$ cat config.mk
export PLATFORM = sky130hd
export DESIGN_NAME = boot_loader
export DESIGN_NICKNAME = d
export VERILOG_FILES = /design/src/rtl/boot_pkg.sv /design/src/rtl/boot_csum.sv /design/src/rtl/boot_loader.sv
export SDC_FILE = /design/constraint.sdc
export NUM_CORES = 1
export LEC_CHECK = 0
export ABC_CLOCK_PERIOD_IN_PS = 2600
export CAP_MARGIN = 30
export CORE_MARGIN = 1
export CORE_UTILIZATION = 24
export CTS_CLUSTER_SIZE = 30
export DETAILED_ROUTE_END_ITERATION = 12
export PLACE_DENSITY_LB_ADDON = 0.3
export SLEW_MARGIN = 10
export SYNTH_ARGS = -nofsm -noshare
export SYNTH_HDL_FRONTEND = slang
export SYNTH_SLANG_ARGS = --single-unit
$ cat constraint.sdc
create_clock -name romclk -period 2.6 [get_ports romclk]
set_input_delay 0.78 -clock romclk [delete_from_list [all_inputs] [get_ports romclk]]
set_output_delay 0.78 -clock romclk [all_outputs]
set_load 0.01 [all_outputs]
$ cat src/rtl/boot_pkg.sv
// Shared types and defaults for the boot ROM -> RAM copy engine.
package boot_pkg;

  localparam int          DEF_ROM_AW  = 5;
  localparam int          DEF_RAM_AW  = 12;
  localparam int          DEF_DW      = 16;
  localparam logic [15:0] DEF_EXP_SUM = 16'h846A;

  // RD: address out, CAP: latch ROM word, WR: push to RAM, DONE: CPU released
  typedef enum logic [1:0] {
    ST_RD   = 2'd0,
    ST_CAP  = 2'd1,
    ST_WR   = 2'd2,
    ST_DONE = 2'd3
  } boot_state_e;

endpackage

$ cat src/rtl/boot_csum.sv
// Running modulo-2^DW sum of captured ROM words, with synchronous clear.
module boot_csum #(
  parameter int DW = 16
) (
  input  logic          romclk,
  input  logic          rst,
  input  logic          clr,
  input  logic          en,
  input  logic [DW-1:0] din,
  output logic [DW-1:0] sum
);

  // clear wins over accumulate; the add wraps naturally at DW bits
  always_ff @(posedge romclk or posedge rst) begin
    if (rst)      sum <= '0;
    else if (clr) sum <= '0;
    else if (en)  sum <= sum + din;
  end

endmodule

$ cat src/rtl/boot_loader.sv
// Boot copy engine: walks every ROM word into RAM at RAM_BASE, keeps a
// checksum, and holds the CPU in reset until the copy has finished.
module boot_loader
  import boot_pkg::*;
#(
  parameter int                ROM_AW   = DEF_ROM_AW,
  parameter int                RAM_AW   = DEF_RAM_AW,
  parameter int                DW       = DEF_DW,
  parameter logic [RAM_AW-1:0] RAM_BASE = '0,
  parameter bit                CHK_EN   = 1'b1,
  parameter logic [DW-1:0]     EXP_SUM  = DEF_EXP_SUM
) (
  input  logic              romclk,
  input  logic              rst,
  input  logic              boot_req,
  output logic              rom_cs,
  output logic              rom_we,
  output logic [ROM_AW-1:0] rom_addr,
  input  logic [DW-1:0]     rom_dout,
  output logic              ram_cs,
  output logic              ram_we,
  output logic [RAM_AW-1:0] ram_addr,
  output logic [DW-1:0]     ram_din,
  input  logic              ram_ready,
  output logic              cpu_hold,
  output logic              done,
  output logic [DW-1:0]     checksum,
  output logic              boot_err
);

  localparam logic [ROM_AW-1:0] IDX_LAST = '1;

  boot_state_e       state, state_nxt;
  logic [ROM_AW-1:0] idx;
  logic [DW-1:0]     data_q;
  logic              cap_en, idx_inc, restart, err_set;

  // state register
  always_ff @(posedge romclk or posedge rst) begin
    if (rst) state <= ST_RD;
    else     state <= state_nxt;
  end

  // next state and per-state control strobes
  always_comb begin
    state_nxt = state;
    cap_en    = 1'b0;
    idx_inc   = 1'b0;
    restart   = 1'b0;
    err_set   = 1'b0;
    case (state)
      ST_RD:  state_nxt = ST_CAP;
      ST_CAP: begin
        cap_en    = 1'b1;
        state_nxt = ST_WR;
      end
      ST_WR: if (ram_ready) begin
        // last-index test comes first so idx never wraps within a copy
        if (idx == IDX_LAST) begin
          err_set   = 1'b1;
          state_nxt = ST_DONE;
        end else begin
          idx_inc   = 1'b1;
          state_nxt = ST_RD;
        end
      end
      ST_DONE: if (boot_req) begin
        restart   = 1'b1;
        state_nxt = ST_RD;
      end
      default: state_nxt = ST_RD;
    endcase
  end

  // word index; doubles as the registered ROM address
  always_ff @(posedge romclk or posedge rst) begin
    if (rst)          idx <= '0;
    else if (restart) idx <= '0;
    else if (idx_inc) idx <= idx + 1'b1;
  end

  // ROM word held for the RAM write cycle(s)
  always_ff @(posedge romclk or posedge rst) begin
    if (rst)         data_q <= '0;
    else if (cap_en) data_q <= rom_dout;
  end

  // pass/fail flag, judged once the final word has been summed
  always_ff @(posedge romclk or posedge rst) begin
    if (rst)          boot_err <= 1'b0;
    else if (restart) boot_err <= 1'b0;
    else if (err_set) boot_err <= CHK_EN && (checksum != EXP_SUM);
  end

  boot_csum #(.DW(DW)) u_csum (
    .romclk (romclk),
    .rst    (rst),
    .clr    (restart),
    .en     (cap_en),
    .din    (rom_dout),
    .sum    (checksum)
  );

  // outputs decode straight from the state so reset drops ram_we at once
  always_comb begin
    rom_cs   = (state == ST_RD) || (state == ST_CAP);
    rom_we   = 1'b0;
    rom_addr = idx;
    ram_cs   = (state == ST_WR);
    ram_we   = (state == ST_WR);
    ram_addr = RAM_BASE + RAM_AW'(idx);
    ram_din  = data_q;
    cpu_hold = (state != ST_DONE);
    done     = (state == ST_DONE);
  end

endmodule

After elaboration in Yosys (flattened, before gate mapping)
Index checks and enable logic that the tools add are counted.
{"block": "op_classes", "div_mod_pow": 0, "n_mul": 0, "mux": 19, "reduce_logical": 6, "n_addsub": 2, "n_bitwise": 0, "n_lt_le_gt_ge": 0, "shifts": 0, "eq_ne": 8}
{"cell": "two-way mux 16 bit", "count": 2}
{"cell": "adder 16 bit", "count": 1}
{"cell": "!= test 16 bit (second input constant)", "count": 1}
{"cell": "two-way mux 1 bit", "count": 11}
{"cell": "two-way mux 5 bit", "count": 2}
{"cell": "one-hot mux 2 bit (4 select lines)", "count": 1}
{"cell": "two-way mux 2 bit", "count": 3}
{"cell": "nonzero test 2 bit", "count": 3}
{"cell": "adder 5 x 1 -> 5 bit (second input constant)", "count": 1}
{"cell": "equality test 5 bit (second input constant)", "count": 1}
{"cell": "equality test 2 bit (second input constant)", "count": 2}
{"cell": "!= test 2 bit (second input constant)", "count": 2}
{"cell": "equality test 2 x 1 -> 1 bit (second input constant)", "count": 1}
{"cell": "logical NOT 2 bit", "count": 1}
{"cell": "!= test 2 x 1 -> 1 bit (second input constant)", "count": 1}
{"cell": "AND reduction 2 bit", "count": 1}
{"cell": "logical OR 1 bit", "count": 1}
{"block": "totals", "elab_cells": 40, "ram_bits": 0, "in_bits": 20, "output_inout_bits": 56, "latchBits": 0, "n_memories": 0, "regBits": 40, "mem_bits_ro": 0}

Logic depth before layout (Yosys ltp)
{"block": "depth", "word_depth": 6, "depth_mapped": 8, "mapped_depth_nobuf": 8}

Cells and area by module
A second synthesis with hierarchy kept.
{"block": "hier_totals", "cells_unflattened": 266, "hier_area_um2": 2623.8}
{"mod": "boot_csum", "cells_per_inst": 162, "instances": 1, "area_per_inst_um2": 1395.1}
{"mod": "boot_loader", "cells_per_inst": 104, "instances": 1, "area_per_inst_um2": 1228.7}

Worst setup path after synthesis
Ideal clock, no wire load.
{"block": "synth_path", "kind": "input-to-reg", "startpoint": "input port rom_dout[0]", "endpoint": "register u_csum.sum[12]", "stages": 8, "t_arrival_ns": 2.369, "t_required_ns": 2.462, "slack_ns": 0.093, "n_path_buf": 0, "path_cell_list": "ha_1 fa_1 a21oi_1 o21ai_0 a41o_1 a21oi_1 xor2_1 o22ai_1"}
{"block": "synth_between", "elab_chain_cells": 3}
{"item": "from (decl)", "line_no": "boot_loader.sv:19", "rtl": "input logic [DW-1:0] rom_dout,"}
{"item": "adder 16 bit", "line_no": "boot_csum.sv:17", "rtl": "else if (en) sum <= sum + din;"}
{"item": "two-way mux 16 bit", "line_no": "boot_csum.sv:17"}
{"item": "two-way mux 16 bit", "line_no": "boot_csum.sv:16", "rtl": "else if (clr) sum <= '0;"}
{"item": "to (signal assigned)", "line_no": "boot_csum.sv:17"}
{"item": "to (decl)", "line_no": "boot_csum.sv:10", "rtl": "output logic [DW-1:0] sum"}
Every way passes these cells. The select of a mux whose other input is x is not followed.
A chain may end at the register's enable or synchronous reset.

Worst setup path after layout
{"block": "layout_path", "startpoint": "input port rom_dout[8]", "endpoint": "register u_csum.sum[15]"}
Same word-level chain as after synthesis.

==> run metrics <==
Via Count=2300; FF+latch area=1000 um^2; pin count of the biggest net entering global routing=41; wire per inst=13.9 um; worst slack, placed=-0.604 ns; Skew-Pair Late Insertion Delay=0.30 ns; peak supply drop=426 uV; DRT antenna net count=0; via/cell ratio=4.52; initial antenna violation count=0; fin crit share=0.993; crit end category=register; post-route setup TNS=0 ns; CTS H-tree lvls=2; Die Width=103 um; Final GP Congestion=0.829; Seq cells post-synth=40; count of pins over their slew limit=0; post-synthesis sequential area ratio=0.412; global-route wire length before repair=11.0 mm; Post-Route WL=7.06 mm; CP max FO=4; GR Overflow Total=0; PortBufs=67; Pleak=1.78 nW; CP required=2.79 ns; Worst Max-Slew Pin Slew=0.544 ns; kind of critical path=input port to register; area grow syn2layout=58.6%; Arr. time, crit path=2.77 ns; CTS tree=built; Setup violations, final=0; CTS hold repair buffers=0; Min-Delay Path Depth=2; Initial DRC Count=84; # diodes=0; Clock Root Buffer=clkbuf_8; Setup Skew=0.0111 ns; area of the multi-input gates=1500 um^2; I/O pins=76; Total GRT Usage=0.139; synth top area cells=dfrtp_1 41%, nand2_1 10%, ha_1 8.8%; Pwr Total=0.00452 W; die area=10500 um^2; CTS Sinks=40; yosys warns=0; fillcell total=1002; syn avg cell area=8.92 um^2; clk buf depth=2; synthesized instance count=272; share of layout cells above drive strength 1=0.213; drt pass-1 iters=4; top cell type's share of synthesized area=0.412; initial core utilization=0.248; Die Ht=103 um; Max-cap violations=0; cell taking the most area after synthesis=dfrtp_1; Relative slew margins=0.632; vias in the first global route=2151; status=finished, final reports clean; Post-DP HPWL=5.16 mm; clock buffer count from CTS=5; PwrDens=1170 nW/um^2; R2R cell count=8; clk slew on worst S/H paths=0.09 ns; residual DRC count=0; post-route setup slack=0.0180 ns; Fmax achieved=387 MHz; mapped cell area=2430 um^2; type of origin of the critical path=input port; Rows=36; Hold Slack=0.475 ns; Layout Nets=413; Yosys cell types=44; Fin. Hold Viols=0; fin crit period=2.58 ns; worst hold path type=register to register; Core Area=9770 um^2
[cells in the final DEF, fill, tap and decap left out, types with 2 or more instances in the layout]
cell and n:
conb_1 8, ha_1 3, nand2_1 66, a22o_1 5, a21oi_2 3, o21ai_0 15
xnor2_1 4, ha_2 3, ha_4 11, nor2_1 11, dlymetal6s2s_1 8, xor2_1 11
a21o_1 2, inv_1 5, o21a_1 4, nand3_1 2, o22ai_1 3, nor4_1 2
clkdlybuf4s50_1 57, dlygate4sd2_1 2, clkbuf_8 6, o21bai_1 2, nor4b_1 2, dfrtp_1 40
nor3_1 2, buf_4 44, a21oi_1 14, a211oi_1 2, and3_1 4, a31oi_1 2
nand2b_1 2, mux2i_1 2, o21ai_1 3
[per-stage QoR]
| step | util | area (um^2) | cells |
|---|---|---|---|
| after floorplan | - | 2450 | 279 |
| after global placement | 0.357 | 3490 | 500 |
| after detailed placement | 0.357 | 3490 | 500 |
| after CTS | 0.380 | 3710 | 509 |
| after global routing | 0.394 | 3850 | 509 |
| final | 0.394 | 3850 | 509 |
[cell families after synthesis]
group           share of synthesized area
mux                               0.00825
flops                               0.412
simple gates                        0.181
fa+ha+maj                          0.0959
compound gates                      0.180
xor+xnor                           0.0541
buf+inv                            0.0660
other cells                       0.00154
[final cells by class]
cell class,count,area share
Inverter,5,0.00488
Multi-Input combinational cell,211,0.390
Clock buffer,6,0.0215
Tap cell,133,0.0432
Timing Repair Buffer,112,0.270
Clock inverter,2,0.0101
Sequential cell,40,0.260
[power breakdown]
part	switching [W]	internal, W
registers	0.000292	0.000893
logic	0.00127	0.00152
clock network	0.000232	0.000314
[worst paths after layout]
kind / startpoint / end / slack, ns
max reg2reg: u_csum.sum[0] / u_csum.sum[14] / 0.43
max: rom_dout[8] / u_csum.sum[15] / 0.02
min: ram_din[1] / ram_din[1] / 0.47
min in group asynchronous: rst / u_csum.sum[3] / 0.84
min reg2reg: ram_din[1] / ram_din[1] / 0.47
max in group asynchronous: rst / ram_din[8] / 1.54
[per-layer routing]
layer / track usage / up-vias / routed length, um / share of wire
met5: 0 / - / 0 / 0
met4: 0.0429 / 0 / 68 / 0.0096
met3: 0.0258 / 8 / 334 / 0.047
met2: 0.225 / 58 / 3270 / 0.46
met1: 0.189 / 1099 / 3390 / 0.48
li1: - / 1135 / - / -
[cells in the mapped netlist]
| cell | n |
|---|---|
| buf_2 | 2 |
| nor4b_1 | 3 |
| nand3_1 | 2 |
| buf_4 | 14 |
| clkbuf_1 | 7 |
| and3_1 | 5 |
| a22o_1 | 5 |
| xor2_1 | 11 |
| nor2_1 | 11 |
| dfrtp_1 | 40 |
| a211oi_1 | 3 |
| nor3_1 | 2 |
| fa_1 | 1 |
| o21ai_0 | 18 |
| nor4_1 | 2 |
| conb_1 | 1 |
| a21o_1 | 2 |
| a311o_1 | 1 |
| a2111oi_2 | 1 |
| a31o_1 | 1 |
| a211o_1 | 1 |
| a41o_1 | 1 |
| o22ai_1 | 3 |
| nand4_1 | 1 |
| or2_0 | 2 |
| inv_1 | 5 |
| ha_1 | 17 |
| a2bb2oi_1 | 1 |
| o21bai_1 | 2 |
| nand2_1 | 66 |
| nand2b_1 | 2 |
| nor2b_1 | 1 |
| o211ai_1 | 1 |
| a31oi_1 | 3 |
| a21oi_1 | 18 |
| o21a_1 | 4 |
| xnor2_1 | 4 |
| mux2i_1 | 2 |
| a21boi_0 | 1 |
| and2_1 | 1 |
| o21ai_2 | 1 |
| and4_1 | 1 |
| a41oi_1 | 1 |
| nand4b_1 | 1 |
[sequential cells by signal (all words and copies together) (netlist names)]
register	cells
ram_din	16
state	2
boot_err	1
u_csum.sum	16
rom_addr	5
[worst max-delay path: stages]
cell	delay, ns
clkdlybuf4s50_1	0.49
ha_4	0.32
a21oi_1	0.07
o21bai_1	0.29
a21oi_2	0.10
and3_1	0.20
or2_0	0.19
a311o_1	0.34
[repair_timing]
action                     CTS  global route
resized for setup           19            23
buffers inserted             1             0
pin swaps                    7             7
setup endpoints to repair    8             7
No activity file was read; power rests on OpenSTA's default activity.
